===== config.mk =====
export PLATFORM = sky130hd
export DESIGN_NAME = latch_q_sync_filter_flat
export DESIGN_NICKNAME = d
export VERILOG_FILES = /design/src/rtl/latch_q_sync_filter_if.sv /design/src/rtl/latch_q_sync_filter.sv /design/src/flat_wrapper.sv
export SDC_FILE = /design/constraint.sdc
export NUM_CORES = 1
export LEC_CHECK = 0
export ABC_AREA = 1
export CORE_AREA = 10 10 47 49
export CTS_BUF_LIST = sky130_fd_sc_hd__clkbuf_4
export DETAILED_ROUTE_END_ITERATION = 10
export DIE_AREA = 0 0 57 59
export PLACE_DENSITY = 0.65
export SLEW_MARGIN = 5
export SYNTH_ARGS = -nofsm -noshare
export SYNTH_HDL_FRONTEND = slang
export SYNTH_SLANG_ARGS = --single-unit

===== constraint.sdc =====
create_clock -name clk_in -period 1.3 [get_ports clk_in]
set_clock_uncertainty 0.1 [all_clocks]
set_input_delay 0.195 -clock clk_in [delete_from_list [all_inputs] [get_ports clk_in]]
set_output_delay 0.195 -clock clk_in [all_outputs]
set_load 0.02 [all_outputs]

===== src/rtl/latch_q_sync_filter_if.sv =====
// Bundle between the latch-output filter and its synchronous consumer.
// The controller side drives the raw latch level and the counter clear.
// The filter side returns the clean level, strobes, busy flag and counter.
interface latch_q_sync_filter_if #(
  parameter int CNT_W = 8
);
  logic             q_in;
  logic             clr_in;
  logic             level_out;
  logic             rise_out;
  logic             fall_out;
  logic             busy_out;
  logic [CNT_W-1:0] cnt_out;
  logic             cnt_sat_out;

  modport master (
    output q_in, clr_in,
    input  level_out, rise_out, fall_out, busy_out, cnt_out, cnt_sat_out
  );

  modport slave (
    input  q_in, clr_in,
    output level_out, rise_out, fall_out, busy_out, cnt_out, cnt_sat_out
  );
endinterface


===== src/rtl/latch_q_sync_filter.sv =====
// Synchronizes the asynchronous latch output and rejects glitches shorter than STABLE_CYCLES.
// Latency: SYNC_STAGES+STABLE_CYCLES edges from a q_in change to level_out and the strobe.
// No backpressure: strobes are single-cycle pulses. The transition counter exists only with LATCH_SYNC_CNT_EN.
module latch_q_sync_filter #(
  parameter int SYNC_STAGES   = 2,
  parameter int STABLE_CYCLES = 4,
  parameter int CNT_W         = 8
) (
  input  logic                  clk_in,
  input  logic                  rst_n_in,
  latch_q_sync_filter_if.slave  bus
);

  localparam int STAB_W = $clog2(STABLE_CYCLES + 1);

  typedef enum logic {
    IDLE  = 1'b0,
    CHECK = 1'b1
  } state_t;

  logic [SYNC_STAGES-1:0] sync_q;
  logic                   s;

  state_t                 state_q, state_d;
  logic [STAB_W-1:0]      stab_q, stab_d;
  logic                   level_q, level_d;
  logic                   rise_q, rise_d;
  logic                   fall_q, fall_d;
  logic                   accept;

  // Plain flop chain; the first stage is the only one that sees the asynchronous input.
  always_ff @(posedge clk_in or negedge rst_n_in) begin
    if (!rst_n_in) begin
      sync_q <= '0;
    end else begin
      sync_q <= {sync_q[SYNC_STAGES-2:0], bus.q_in};
    end
  end

  assign s = sync_q[SYNC_STAGES-1];

  // Qualify a differing synchronized value for STABLE_CYCLES consecutive samples before accepting it.
  always_comb begin
    state_d = state_q;
    stab_d  = stab_q;
    level_d = level_q;
    accept  = 1'b0;
    case (state_q)
      IDLE: begin
        if (s != level_q) begin
          if (STABLE_CYCLES == 1) begin
            accept = 1'b1;
          end else begin
            state_d = CHECK;
            stab_d  = STAB_W'(1);
          end
        end
      end
      CHECK: begin
        if (s == level_q) begin
          // Input went back before qualifying: treat it as a glitch.
          state_d = IDLE;
          stab_d  = '0;
        end else if (stab_q == STAB_W'(STABLE_CYCLES - 1)) begin
          accept = 1'b1;
        end else begin
          stab_d = stab_q + STAB_W'(1);
        end
      end
      default: begin
        state_d = IDLE;
        stab_d  = '0;
      end
    endcase
    if (accept) begin
      level_d = s;
      stab_d  = '0;
      state_d = IDLE;
    end
    rise_d = accept & s;
    fall_d = accept & ~s;
  end

  // FSM state, filtered level and strobes; reset drops any pending qualification.
  always_ff @(posedge clk_in or negedge rst_n_in) begin
    if (!rst_n_in) begin
      state_q <= IDLE;
      stab_q  <= '0;
      level_q <= 1'b0;
      rise_q  <= 1'b0;
      fall_q  <= 1'b0;
    end else begin
      state_q <= state_d;
      stab_q  <= stab_d;
      level_q <= level_d;
      rise_q  <= rise_d;
      fall_q  <= fall_d;
    end
  end

  assign bus.level_out = level_q;
  assign bus.rise_out  = rise_q;
  assign bus.fall_out  = fall_q;
  assign bus.busy_out  = (state_q == CHECK);

`ifdef LATCH_SYNC_CNT_EN
  logic [CNT_W-1:0] cnt_q, cnt_d;
  logic             sat_q, sat_d;

  // Saturating count of accepted transitions; a clear on the same edge wins over an increment.
  always_comb begin
    cnt_d = cnt_q;
    if (bus.clr_in) begin
      cnt_d = '0;
    end else if (accept && !(&cnt_q)) begin
      cnt_d = cnt_q + CNT_W'(1);
    end
    sat_d = &cnt_d;
  end

  // Counter and its registered saturation flag.
  always_ff @(posedge clk_in or negedge rst_n_in) begin
    if (!rst_n_in) begin
      cnt_q <= '0;
      sat_q <= 1'b0;
    end else begin
      cnt_q <= cnt_d;
      sat_q <= sat_d;
    end
  end

  assign bus.cnt_out     = cnt_q;
  assign bus.cnt_sat_out = sat_q;
`else
  assign bus.cnt_out     = '0;
  assign bus.cnt_sat_out = 1'b0;
`endif

endmodule


===== src/flat_wrapper.sv =====
// flat-port wrapper written by rule: the top's interface ports become plain ports
module latch_q_sync_filter_flat 
#(
  parameter int SYNC_STAGES   = 2,
  parameter int STABLE_CYCLES = 4,
  parameter int CNT_W         = 8
)
  (clk_in, rst_n_in, bus_q_in, bus_clr_in, bus_level_out, bus_rise_out, bus_fall_out, bus_busy_out, bus_cnt_out, bus_cnt_sat_out);
  latch_q_sync_filter_if #(.CNT_W(CNT_W)) bus_i ();
  input  logic clk_in;
  input  logic rst_n_in;
  input wire logic [$bits(bus_i.q_in)-1:0] bus_q_in;
  input wire logic [$bits(bus_i.clr_in)-1:0] bus_clr_in;
  output wire logic [$bits(bus_i.level_out)-1:0] bus_level_out;
  output wire logic [$bits(bus_i.rise_out)-1:0] bus_rise_out;
  output wire logic [$bits(bus_i.fall_out)-1:0] bus_fall_out;
  output wire logic [$bits(bus_i.busy_out)-1:0] bus_busy_out;
  output wire logic [$bits(bus_i.cnt_out)-1:0] bus_cnt_out;
  output wire logic [$bits(bus_i.cnt_sat_out)-1:0] bus_cnt_sat_out;
  assign bus_i.q_in = bus_q_in;
  assign bus_i.clr_in = bus_clr_in;
  assign bus_level_out = bus_i.level_out;
  assign bus_rise_out = bus_i.rise_out;
  assign bus_fall_out = bus_i.fall_out;
  assign bus_busy_out = bus_i.busy_out;
  assign bus_cnt_out = bus_i.cnt_out;
  assign bus_cnt_sat_out = bus_i.cnt_sat_out;
  latch_q_sync_filter #(.SYNC_STAGES(SYNC_STAGES), .STABLE_CYCLES(STABLE_CYCLES), .CNT_W(CNT_W)) u_core (.clk_in(clk_in), .rst_n_in(rst_n_in), .bus(bus_i));
endmodule

==> out/metrics.cfg <==
[logic_synthesis]
yosys_warnings=0
avgSynthCellArea_sq_um=8.783
syn_inst=51
synth_compound_area_share_pct=3.352
netlist-cell-type-count=13
seq_area_frac_synth_pct=50.28
synth_xor_area_share_pct=0
syn_area_sq_um=447.9
synthAdderAreaFrac_pct=5.587
ys_ff_latch=9
synth_mux_area_share_pct=0
yosys.area_share.simple_pct=18.99
synth_top_family_by_area=buffers and inverters

[routing]
vias=308
drt_iter0_drc=2
drc_errors=0
via_per_inst=3.949
totalWireLength_microns=791
drt.antenna.violating_nets=0
wl_per_cell_microns=10.14
first_pass_iters=3

[timing]
final.setup.tns_ns=0
timing.hold.ws_ns=0.1174
rsz0062_at_grt=no
finalSetupViolCount=0
fin_crit_sh_pct=95.41
slew_violations=0
timing.final.hold_violations=0
fmaxAchievable_mhz=806.2
min_period_ns=1.240

[worst_setup_path]
required_ns=1.00
crit_arrival_ns=0.95
crit_buf_inv=1
critPathCaptureType=output port
crit_chain=dlygate4sd2_1
timing.rr.start=u_core.stab_q[0]$_DFFE_PN0P_
cp-start-kind=flip-flop
cp_slowest_cell=dfrtp_1
cp.depth=1
crit_type=reg2out
cp_slowest_stage_delay_ns=0.37
ff2ff_setup_slack_ns=0.06
crit_path_start=u_core.bus.level_out$_DFFE_PN0P_
crit_family=flip-flops
reg2reg_depth=5
crit_path_max_fanout=2

[floorplan]
start_util_pct=31.96
die_w_microns=57
dieHeight_microns=59
design.die.area_sq_um=3363
core_sq_um=1401
rows=14
ios=17

[placement]
place_hpwl_microns=643.9
routabilityCongestion=0.7400
io_buffers=6

[clocking]
cts_tree=built
cts_buffer_depth=2
clk_root_buffer_cell=clkbuf_4
clk_pin_slew_ns=0.06
h-tree-depth=1
clock_sinks=9
cts_buffers=3
insertion_delay_ns=0.26
cts_hold_buf=0

[layout]
diodes=0
drive_above_1_share_pct=19.35
area_delta_synth_final_pct=22.63
fin_nets=69

[pwr]
power_frac_clock_pct=21.1
ir_worst_vdd_mv=0.7186
p_int_mw=0.6841
p_sw_share_pct=37.32
p_seq_share_pct=36.2
p_leak_nw=0.3068
pwr_density_cell_nw_per_um2=1987
p_sw_mw=0.4073
combPwrFrac_pct=42.7

[grt]
grtUsageTotal_pct=4.978
grt_overflow=0
grt_pass1_wl_microns=1221
grt_pass1_vias=288
grt_max_degree=10
antenna_found_initial=0

[hold_path]
holdCritPathClass=in2async

[run_status]
outcome=finished, final reports clean

[run]
drv_cap=0

## path summary, 6_finish.rpt
kind,endpoint
min in group clk_in,u_core.sync_q[1]$_DFF_PN0_
max in group asynchronous,u_core.sync_q[1]$_DFF_PN0_
worst min register to register,u_core.sync_q[1]$_DFF_PN0_
worst max-delay path,bus_level_out
worst min-delay path,u_core.bus.busy_out$_DFF_PN0_
worst max register to register,u_core.stab_q[2]$_DFFE_PN0P_
## power groups by stage
stage / registers [mW] / logic, mW / clock network [mW]
final: 0.395 / 0.466 / 0.230
after global routing: 0.401 / 0.528 / 0.268
after CTS: 0.394 / 0.432 / 0.241
after detailed placement: 0.400 / 0.446 / 0
after global placement: 0.394 / 0.432 / 0
after floorplan: 0.449 / 0.247 / 0
## timing repair
action | 4_1_cts | 5_1_grt
buffers inserted | 0 | 0
setup endpoints to repair | 8 | 5
resized for setup | 5 | 3
endpoints found under the hold margin | 0 | 0
pin swaps | 1 | 2
## flip-flops by register name, summed over array words and instances (netlist names)
register,flops
u_core.sync_q,2
u_core.bus.busy_out,1
u_core.bus.rise_out,1
u_core.bus.level_out,1
u_core.bus.fall_out,1
u_core.stab_q,3
## metal layers
metal  share of wire [%]  vias to the layer above  global-route usage (%)
met5                   0                        -                       0
met4                 1.5                        0                   3.020
met3                  12                        2                   5.579
met1                  33                      137                   3.667
li1                    -                      159                       -
met2                  53                       10                   7.597
## area by class of cell
class | count | area, sq um
Clock buffer | 4 | 30.03
Fill cell | 149 | 852.1
Inverter | 7 | 26.28
Multi-Input combinational cell | 34 | 176.4
Sequential cell | 9 | 225.2
Tap cell | 16 | 20.02
Timing Repair Buffer | 8 | 71.32
## per-stage QoR
stage          util, %  std cells  total power, mW  setup slack [ns]  instance area [sq um]
2_1_floorplan        -         59           0.6961           0.07302                  478.0
3_3_place_gp     36.07         74           0.8264          -0.01077                  505.5
3_5_place_dp     36.07         74           0.8460          -0.01553                  505.5
4_1_cts          38.04         78            1.066          0.004723                  533.0
5_1_grt          39.20         78            1.197          0.009861                  549.3
6_report         39.20         78            1.091           0.05968                  549.3
## cells in the mapped netlist
| master | number | area, sq um |
|---|---|---|
| ha_1 | 2 | 25.02 |
| dfrtp_1 | 9 | 225.2 |
| nand2_2 | 2 | 12.51 |
| o21ai_1 | 1 | 5.000 |
| o21ai_0 | 1 | 5.000 |
| inv_1 | 6 | 22.52 |
| inv_2 | 1 | 3.750 |
| buf_4 | 9 | 67.56 |
| nand3_1 | 4 | 20.02 |
| nor2_1 | 3 | 11.26 |
| nand2_1 | 11 | 41.29 |
| a21oi_1 | 1 | 5.000 |
| conb_1 | 1 | 3.750 |
## cells by family (layout without fill, tap and decap cells)
kind of cell / after synthesis / count (layout)
simple gates: 20 / 20
buf+inv: 16 / 19
compound gates: 3 / 3
fa+ha+maj: 2 / 2
other cells: 1 / 9
flops: 9 / 9
## placed cells by master, fill, tap and decap left out, types with 2 or more instances in the layout
cell type / synthesis / routed
clkdlybuf4s50_1: 0 / 2
clkbuf_4: 0 / 4
nand2_2: 2 / 3
nand3_1: 4 / 4
dlygate4sd2_1: 0 / 3
inv_1: 6 / 6
dfrtp_1: 9 / 9
buf_4: 9 / 2
nand2_1: 11 / 10
conb_1: 1 / 9
nor2_1: 3 / 3
No activity file was read; power rests on OpenSTA's default activity.
